==> config.mk <==
export PLATFORM = sky130hd
export DESIGN_NAME = mul_div_unit
export DESIGN_NICKNAME = d
export VERILOG_FILES = /design/src/rtl/mul_div_unit.sv
export SDC_FILE = /design/constraint.sdc
export NUM_CORES = 1
export LEC_CHECK = 0
export ABC_AREA = 1
export BUFFER_PORTS_ARGS = -buffer_cell sky130_fd_sc_hd__buf_2
export CORE_ASPECT_RATIO = 0.5
export CORE_UTILIZATION = 45
export CTS_CLUSTER_DIAMETER = 30
export DETAILED_ROUTE_END_ITERATION = 7
export PLACE_DENSITY_LB_ADDON = 0.05
export RECOVER_POWER = 50
export SLEW_MARGIN = 15
export SYNTH_ARGS = -nofsm -noshare
export SYNTH_HDL_FRONTEND = slang
export SYNTH_SLANG_ARGS = --single-unit
export TNS_END_PERCENT = 5
==> constraint.sdc <==
create_clock -name clk -period 9.8 [get_ports clk]
set_clock_uncertainty 0.2 [all_clocks]
set_input_delay 1.96 -clock clk [delete_from_list [all_inputs] [get_ports clk]]
set_output_delay 1.96 -clock clk [all_outputs]
set_load 0.01 [all_outputs]
==> src/rtl/mul_div_unit.sv <==
// Iterative multiply/divide unit producing HI/LO for MULT, MULTU, DIV and DIVU.
// One radix-2 shift-add / restoring-divide step per cycle over a shared
// accumulator (acc_hi:acc_lo) and operand register (mcand).
module mul_div_unit #(
    parameter int WIDTH = 32
) (
    input  logic             clk,
    input  logic             rst,
    input  logic             start,
    input  logic [1:0]       op,
    input  logic [WIDTH-1:0] a,
    input  logic [WIDTH-1:0] b,
    output logic             busy,
    output logic             done,
    output logic [WIDTH-1:0] hi,
    output logic [WIDTH-1:0] lo,
    output logic             div_by_zero
);

    localparam int CW = (WIDTH > 1) ? $clog2(WIDTH) : 1;

    typedef enum logic [1:0] {
        IDLE   = 2'd0,
        RUN    = 2'd1,
        FINISH = 2'd2
    } state_t;

    state_t             state;
    logic               op_div;
    logic               op_signed;
    logic               sign_a;
    logic               sign_b;
    logic [WIDTH-1:0]   a_raw;
    logic [WIDTH-1:0]   mcand;
    logic [WIDTH-1:0]   acc_hi;
    logic [WIDTH-1:0]   acc_lo;
    logic [CW-1:0]      count;

    logic               start_signed;
    logic [WIDTH-1:0]   a_abs;
    logic [WIDTH-1:0]   b_abs;
    logic [WIDTH:0]     mul_sum;
    logic [WIDTH:0]     div_shift;
    logic [WIDTH:0]     div_diff;
    logic               div_borrow;
    logic [WIDTH-1:0]   step_hi;
    logic [WIDTH-1:0]   step_lo;
    logic [2*WIDTH-1:0] product;
    logic [WIDTH-1:0]   fin_hi;
    logic [WIDTH-1:0]   fin_lo;
    logic               fin_dbz;

    // Operand magnitudes for signed ops; unsigned ops pass raw values through
    always_comb begin
        start_signed = ~op[0];
        a_abs        = (start_signed && a[WIDTH-1]) ? (~a + 1'b1) : a;
        b_abs        = (start_signed && b[WIDTH-1]) ? (~b + 1'b1) : b;
    end

    // One iteration: shift-add for multiply, shift/trial-subtract for divide
    always_comb begin
        mul_sum    = {1'b0, acc_hi} + (acc_lo[0] ? {1'b0, mcand} : '0);
        div_shift  = {acc_hi, acc_lo[WIDTH-1]};
        div_diff   = div_shift - {1'b0, mcand};
        div_borrow = (div_shift < {1'b0, mcand});
        if (op_div) begin
            step_hi = div_borrow ? div_shift[WIDTH-1:0] : div_diff[WIDTH-1:0];
            step_lo = {acc_lo[WIDTH-2:0], ~div_borrow};
        end else begin
            step_hi = mul_sum[WIDTH:1];
            step_lo = {mul_sum[0], acc_lo[WIDTH-1:1]};
        end
    end

    // Final result with sign correction and divide-by-zero override
    always_comb begin
        product = {step_hi, step_lo};
        fin_hi  = step_hi;
        fin_lo  = step_lo;
        fin_dbz = 1'b0;
        if (op_div) begin
            if (mcand == '0) begin
                fin_lo  = '1;
                fin_hi  = a_raw;
                fin_dbz = 1'b1;
            end else begin
                if (op_signed && (sign_a ^ sign_b)) fin_lo = ~step_lo + 1'b1;
                if (op_signed && sign_a)            fin_hi = ~step_hi + 1'b1;
            end
        end else if (op_signed && (sign_a ^ sign_b)) begin
            {fin_hi, fin_lo} = ~product + 1'b1;
        end
    end

    // Control FSM and datapath registers; results land on the last RUN edge
    // so that hi/lo are valid in the same cycle done is high
    always_ff @(posedge clk) begin
        if (rst) begin
            state       <= IDLE;
            busy        <= 1'b0;
            done        <= 1'b0;
            div_by_zero <= 1'b0;
            hi          <= '0;
            lo          <= '0;
            op_div      <= 1'b0;
            op_signed   <= 1'b0;
            sign_a      <= 1'b0;
            sign_b      <= 1'b0;
            a_raw       <= '0;
            mcand       <= '0;
            acc_hi      <= '0;
            acc_lo      <= '0;
            count       <= '0;
        end else begin
            case (state)
                IDLE: begin
                    done <= 1'b0;
                    if (start) begin
                        op_div    <= op[1];
                        op_signed <= start_signed;
                        sign_a    <= start_signed & a[WIDTH-1];
                        sign_b    <= start_signed & b[WIDTH-1];
                        a_raw     <= a;
                        acc_hi    <= '0;
                        if (op[1]) begin
                            acc_lo <= a_abs;
                            mcand  <= b_abs;
                        end else begin
                            acc_lo <= b_abs;
                            mcand  <= a_abs;
                        end
                        count <= '0;
                        busy  <= 1'b1;
                        state <= RUN;
                    end
                end
                RUN: begin
                    acc_hi <= step_hi;
                    acc_lo <= step_lo;
                    if (count == CW'(WIDTH - 1)) begin
                        count       <= '0;
                        hi          <= fin_hi;
                        lo          <= fin_lo;
                        div_by_zero <= fin_dbz;
                        done        <= 1'b1;
                        state       <= FINISH;
                    end else begin
                        count <= count + 1'b1;
                    end
                end
                FINISH: begin
                    done  <= 1'b0;
                    busy  <= 1'b0;
                    state <= IDLE;
                end
                default: begin
                    state <= IDLE;
                end
            endcase
        end
    end

endmodule

==> flow_metrics.env, run 1 <==
export IMPL_syn_to_final_growth_pct=11.6
export IMPL_cts_clk_slew_worst_paths_ps=60
export IMPL_clkLatencyLatePin_ps=550
export IMPL_start_util_pct=46.2
export IMPL_hold_viol_final=0
export IMPL_start_kind="primary input"
export IMPL_violations="max-capacitance violations, max-slew violations"
export IMPL_power_w=0.00346
export IMPL_clkPwrFrac_pct=40.4
export IMPL_path_class="in2reg"
export IMPL_syn_inst=3443
export IMPL_port_buffers=135
export IMPL_grt_overflow_total=0
export IMPL_avgSynthCellArea_sq_um=5.70
export IMPL_crit_fanout=77
export IMPL_fmax_ghz=0.138
export IMPL_die_h_microns=150
export IMPL_worstMarginPinSlew_ps=3370
export IMPL_hp_class="reg2reg"
export IMPL_cp_required_ps=10090
export IMPL_cpPeakStageDelay_ps=1800
export IMPL_rows=53
export IMPL_p_sw_w=0.00139
export IMPL_via_per_inst=5.56
export IMPL_dieArea_sq_um=44500
export IMPL_vias=22926
export IMPL_cts_path_max_buffers=3
export IMPL_setup_viol=0
export IMPL_p_seq_share_pct=26.7
export IMPL_holdWs_ps=261
export IMPL_cts_htree_levels=2
export IMPL_cp_slowest_cell="clkbuf_1"
export IMPL_cts_root_buf="clkbuf_16"
export IMPL_grt_pass1_wl_mm=126
export IMPL_drt_initial_drc_count=2893
export IMPL_cap_viol_max_count=6
export IMPL_placed_cells=4055
export IMPL_critical_path_top_delay_family="buffers and inverters"
export IMPL_p_int_w=0.00207
export IMPL_wire_per_inst_microns=20.6
export IMPL_power_density_nw_per_um2=158
export IMPL_place_area_sq_um=20700
export IMPL_hold_depth=2
export IMPL_rsz0062_at_grt="false"
export IMPL_dp_hpwl_mm=66.7
export IMPL_regArea_sq_um=4130
export IMPL_synth_warnings=0
export IMPL_setup_tns_ps=0
export IMPL_relSlewSlack_pct=-125
export IMPL_first_global_vias=20319
export IMPL_syn_area_sq_um=19600
export IMPL_wl_mm=85.0
export IMPL_ir_drop_uv=131
export IMPL_status="complete, but fails checks"
export IMPL_post_cts_resized=0
export IMPL_yosysUniqueCellTypes=59
export IMPL_ant_nets=0
export IMPL_antenna_found_initial=2
export IMPL_p_comb_share_pct=33.0
export IMPL_cp_depth=11
export IMPL_final_cell_area_sq_um=21900
export IMPL_end_kind="flip-flop"
export IMPL_rrSetupSlack_ps=3600
export IMPL_swShare_pct=40.1
export IMPL_period_share_pct=73.9
export IMPL_gp_congestion=0.987
export IMPL_leakagePower_nw=11.6
export IMPL_cts_hold_buffers=0
export IMPL_ys_ff_latch=206
export IMPL_chipWidth_microns=297
export IMPL_syn_nets=3584
export IMPL_nFillCells=4649
export IMPL_period_needed_ps=7240
export IMPL_drcViolationCount=0
export IMPL_crit_arrival_ps=7530
export IMPL_cts_sinks=206
export IMPL_numCtsBuffers=37
export IMPL_cts_tree="built"
export IMPL_final_cells=4125
export IMPL_synth_seq_area_share_pct=21.0
export IMPL_ios=136
export IMPL_final_nets=3658
export IMPL_track_usage_pct=37.5
export IMPL_drive_gt1_share_pct=8.35
export IMPL_maxSlewViolCount=308
export IMPL_multi_input_comb_area_sq_um=12700
export IMPL_firstDrtPassIters=6
export IMPL_coreArea_sq_um=42500
export IMPL_post_cts_buffers=0
export IMPL_rr_worst_depth=12
export IMPL_grt_max_degree=81
export IMPL_path_cells="buf_2 -> nand2_1 -> nor2_4 -> clkbuf_1 -> nor2_4 -> clkbuf_1 -> inv_1 -> o22ai_1 -> a221o_1 -> nand2_1 -> inv_1"
export IMPL_path_buf_inv=5
-- metrics by stage --
stage | setup slack (ps) | util (%)
after floorplan | 5380 | -
after global placement | 4500 | 48.7
after detailed placement | 4470 | 48.7
after CTS | 4460 | 51.8
after global routing | 2090 | 51.5
final | 2560 | 51.5
-- cell families after synthesis --
| logic type | Yosys count | synth area share [%] |
|---|---|---|
| XOR/XNOR | 91 | 4.06 |
| AND/OR/NAND/NOR | 1811 | 39.7 |
| adder cells (fa/ha/maj) | 72 | 4.67 |
| buffers and inverters | 711 | 14.2 |
| flip-flops | 206 | 21.0 |
| AO/OA/AOI/OAI | 552 | 16.4 |
-- registers in the layout, summed over array words and instances, names as in the netlist --
signal and flops:
sign_b 1, mcand 32, a_raw 32, op_signed 1, hi 32, sign_a 1, lo 32, state 2
div_by_zero 1, busy 1, op_div 1, done 1, count 5, acc_lo 32, acc_hi 32
-- synthesized netlist by cell type (all sizes together) --
cell type | number | area [sq um]
nand2 | 1069 | 4090
inv | 575 | 2160
nor2 | 366 | 1510
nand3 | 256 | 1450
o21ai | 207 | 1080
dfxtp | 206 | 4120
a21oi | 178 | 898
clkbuf | 84 | 315
ha | 70 | 876
xor2 | 70 | 613
nand4 | 52 | 338
buf | 46 | 289
a31oi | 32 | 200
nor3 | 30 | 155
o22ai | 26 | 163
o21a | 24 | 180
xnor2 | 21 | 184
o221ai | 19 | 166
o211ai | 18 | 135
nor4 | 12 | 75.1
or2 | 11 | 71.3
a22oi | 10 | 75.1
nand3b | 10 | 75.1
o21bai | 8 | 60.1
a221oi | 6 | 52.6
clkinv | 6 | 22.5
o2111ai | 6 | 52.6
o31ai | 6 | 45.0
a221o | 4 | 40.0
a21boi | 3 | 22.5
and2 | 3 | 18.8
a211oi | 2 | 15.0
a21o | 2 | 15.0
fa | 2 | 40.0
a2bb2oi | 1 | 8.76
and3 | 1 | 6.26
or4 | 1 | 7.51
-- power by group through the flow --
stage | registers (W) | clock network [W] | logic, W
3_3_place_gp | 0.000938 | 0 | 0.00110
4_1_cts | 0.000920 | 0.00140 | 0.00110
2_1_floorplan | 0.000916 | 0 | 0.000770
5_1_grt | 0.000926 | 0.00144 | 0.00124
3_5_place_dp | 0.000937 | 0 | 0.00109
6_report | 0.000923 | 0.00140 | 0.00114
-- final timing paths --
kind / start / to
max: start / acc_lo[4]
min: done / done
max reg2reg: state[0] / mcand[10]
min reg2reg: done / done
-- final cells by class --
| class | count | area share, % |
|---|---|---|
| Tap cell | 577 | 3.30 |
| Inverter | 581 | 9.97 |
| Clock buffer | 44 | 4.58 |
| Sequential cell | 206 | 18.8 |
| Multi-Input combinational cell | 2526 | 58.2 |
| Antenna cell | 2 | 0.0228 |
| Timing Repair Buffer | 165 | 3.63 |
| Clock inverter | 24 | 1.48 |
-- cell usage in the layout (no fill, tap or decap), types with 5 or more instances in the layout --
cell type / instances
o2111ai_1: 6
o21ai_0: 169
o21a_1: 24
bufinv_16: 5
clkinv_1: 5
nor4_1: 12
o211ai_1: 18
xor2_1: 70
or2_2: 9
nor2_4: 10
nand2_2: 22
nor3_1: 29
nand4_1: 50
clkinvlp_4: 6
nand2_1: 1045
a21oi_1: 176
dfxtp_1: 205
buf_2: 68
buf_4: 24
nand3_1: 226
o221ai_1: 19
nand3_2: 28
inv_1: 558
o31ai_1: 6
nand3b_1: 10
o22ai_1: 26
clkbuf_1: 76
a22oi_1: 10
o21ai_1: 28
nor2_1: 325
clkbuf_16: 38
o21bai_1: 8
a221oi_1: 6
a31oi_1: 32
ha_1: 70
inv_2: 17
o21ai_2: 9
xnor2_1: 21
nor2_2: 30
-- tightest hold or removal path, cell delays in order, from the launching register on --
cell     delay (ps)
dfxtp_1         310
nand2_1          50
a21oi_1          50
-- metal layers --
| metal | up-vias | track usage (%) | share of wire, % |
|---|---|---|---|
| met2 | 1073 | 55.2 | 40 |
| li1 | 11128 | - | - |
| met1 | 10573 | 53.8 | 45 |
| met5 | - | 0 | 0 |
| met4 | 0 | 10.4 | 2.9 |
| met3 | 152 | 9.03 | 12 |
Note: power is estimated with default switching activity, not from simulation.
==> inputs of run 2 (changes only) <==
- clock period: 9.8 -> 6.9 ns (I/O delays scaled with it)
==> run 2 against run 1 <==
Via count grew 2.5%. The run still ends with max-capacitance violations, max-slew violations left. Hold slack lost 3.2 ps. Cell area is essentially flat. Core utilization is essentially flat. Flip-flop and latch count is the same. Sequential power grew 42%. Critical path depth is the same. Cell count is essentially flat.
==> flow_metrics.env, run 2 (synthesis gave the netlist of run 1 again) <==
export IMPL_final_cell_mix="nand2_1, inv_1, nor2_1"
export IMPL_layout_commonest_cell="nand2_1"
export IMPL_coreArea_sq_um=42500
export IMPL_numCtsBuffers=41
export IMPL_p_comb_share_pct=33.1
export IMPL_p_sw_w=0.00205
export IMPL_start_kind="primary input"
export IMPL_violations="max-capacitance violations, max-slew violations"
export IMPL_relSlewSlack_pct=-68.9
export IMPL_setup_viol=0
export IMPL_dp_hpwl_mm=72.8
export IMPL_track_usage_pct=40.1
export IMPL_cts_clk_slew_worst_paths_ps=50
export IMPL_utilization_pct=51.6
export IMPL_swShare_pct=41.1
export IMPL_end_kind="flip-flop"
export IMPL_antenna_found_initial=4
export IMPL_first_global_vias=20611
export IMPL_period_share_pct=86.8
export IMPL_nFillCells=4602
export IMPL_status="complete, but fails checks"
export IMPL_wire_per_inst_microns=22.2
export IMPL_crit_arrival_ps=6280
export IMPL_cp_required_ps=7190
export IMPL_hold_viol_final=0
export IMPL_final_nets=3655
export IMPL_path_class="in2reg"
export IMPL_ant_nets=0
export IMPL_drcViolationCount=0
export IMPL_clkLatencyLatePin_ps=560
export IMPL_rows=53
export IMPL_dieArea_sq_um=44500
export IMPL_crit_fanout=36
export IMPL_cts_path_max_buffers=3
export IMPL_via_per_inst=5.69
export IMPL_maxSlewViolCount=193
export IMPL_firstDrtPassIters=7
export IMPL_p_int_w=0.00295
export IMPL_start_util_pct=46.2
export IMPL_p_seq_share_pct=26.2
export IMPL_vias=23506
export IMPL_syn_to_final_growth_pct=11.7
export IMPL_place_area_sq_um=20600
export IMPL_drt_initial_drc_count=3213
export IMPL_setup_tns_ps=0
export IMPL_cts_hold_buffers=0
export IMPL_period_needed_ps=5990
export IMPL_chipWidth_microns=297
export IMPL_cts_sinks=206
export IMPL_port_buffers=135
export IMPL_fmax_ghz=0.167
export IMPL_gp_congestion=1.13
export IMPL_wl_mm=91.7
export IMPL_die_h_microns=150
export IMPL_hp_class="reg2reg"
export IMPL_post_cts_buffers=0
export IMPL_cts_htree_levels=2
export IMPL_power_w=0.00500
export IMPL_ir_drop_uv=206
export IMPL_leakagePower_nw=11.6
export IMPL_grt_max_degree=88
export IMPL_clkPwrFrac_pct=40.6
export IMPL_ios=136
export IMPL_worstMarginPinSlew_ps=2530
export IMPL_grt_overflow_total=0
export IMPL_rsz0062_at_grt="false"
export IMPL_cap_viol_max_count=5
export IMPL_post_cts_resized=0
export IMPL_grt_pass1_wl_mm=133
export IMPL_final_cells=4128
export IMPL_cts_tree="built"
export IMPL_cts_root_buf="clkbuf_16"
export IMPL_hold_depth=2
export IMPL_rr_worst_depth=20
export IMPL_final_cell_area_sq_um=21900
export IMPL_drive_gt1_share_pct=8.26
export IMPL_power_density_nw_per_um2=228
export IMPL_placed_cells=4048
-- run 2: changes by cell type in the layout (fill, tap and decap cells not counted), moves of 3 or more --
cell	previous run	this run
buf_4	24	17
clkbuf_16	38	42
clkinv_2	3	7
inv_8	3	0
clkinv_4	1	7
-- run 2: worst paths after layout --
kind,from,to,slack (ps)
min,done,done,260
max,start,mcand[20],910
min reg2reg,done,done,260
max reg2reg,acc_lo[0],hi[17],1020
-- run 2: worst max-delay path, cell delays in order --
cell and delay (ps):
buf_2 80, nand2_1 50, nor2_1 750, clkinv_1 450, buf_4 410, nor2_1 240
clkbuf_1 1670, nand2_1 770, o211ai_1 300, nand2_1 70, inv_1 70
-- run 2: stage by stage --
step           hold WS, ps  worst slack, ps
6_report               257              908
5_1_grt                291              841
4_1_cts                257             1970
3_5_place_dp           250             1960
3_3_place_gp           243             1980
2_1_floorplan          245             3060
-- run 2: final cells by class --
type | count | area [sq um] | area share (%)
antenna | 4 | 10.0 | 0.0457
clock buffer | 46 | 1080 | 4.91
clock inverter | 30 | 312 | 1.42
inverter | 581 | 2180 | 9.96
multi-input combinational | 2526 | 12700 | 58.1
sequential | 206 | 4130 | 18.8
tap | 577 | 722 | 3.29
timing repair buffer | 158 | 758 | 3.46
-- run 2: power by group through the flow --
| stage | Combinational (W) | Clock (W) | Sequential, W |
|---|---|---|---|
| after floorplan | 0.00109 | 0 | 0.00130 |
| after global placement | 0.00159 | 0 | 0.00133 |
| after detailed placement | 0.00158 | 0 | 0.00133 |
| after CTS | 0.00159 | 0.00204 | 0.00131 |
| after global routing | 0.00178 | 0.00209 | 0.00132 |
| final | 0.00166 | 0.00203 | 0.00131 |
-- run 2: metal layers --
layer  GRT usage (%)  share of wire [%]  vias to the layer above
met4            9.41                2.4                        4
li1                -                  -                    11142
met1            55.7                 44                    10910
met5               0              0.025                        -
met2            57.8                 40                     1293
met3            15.0                 14                      157
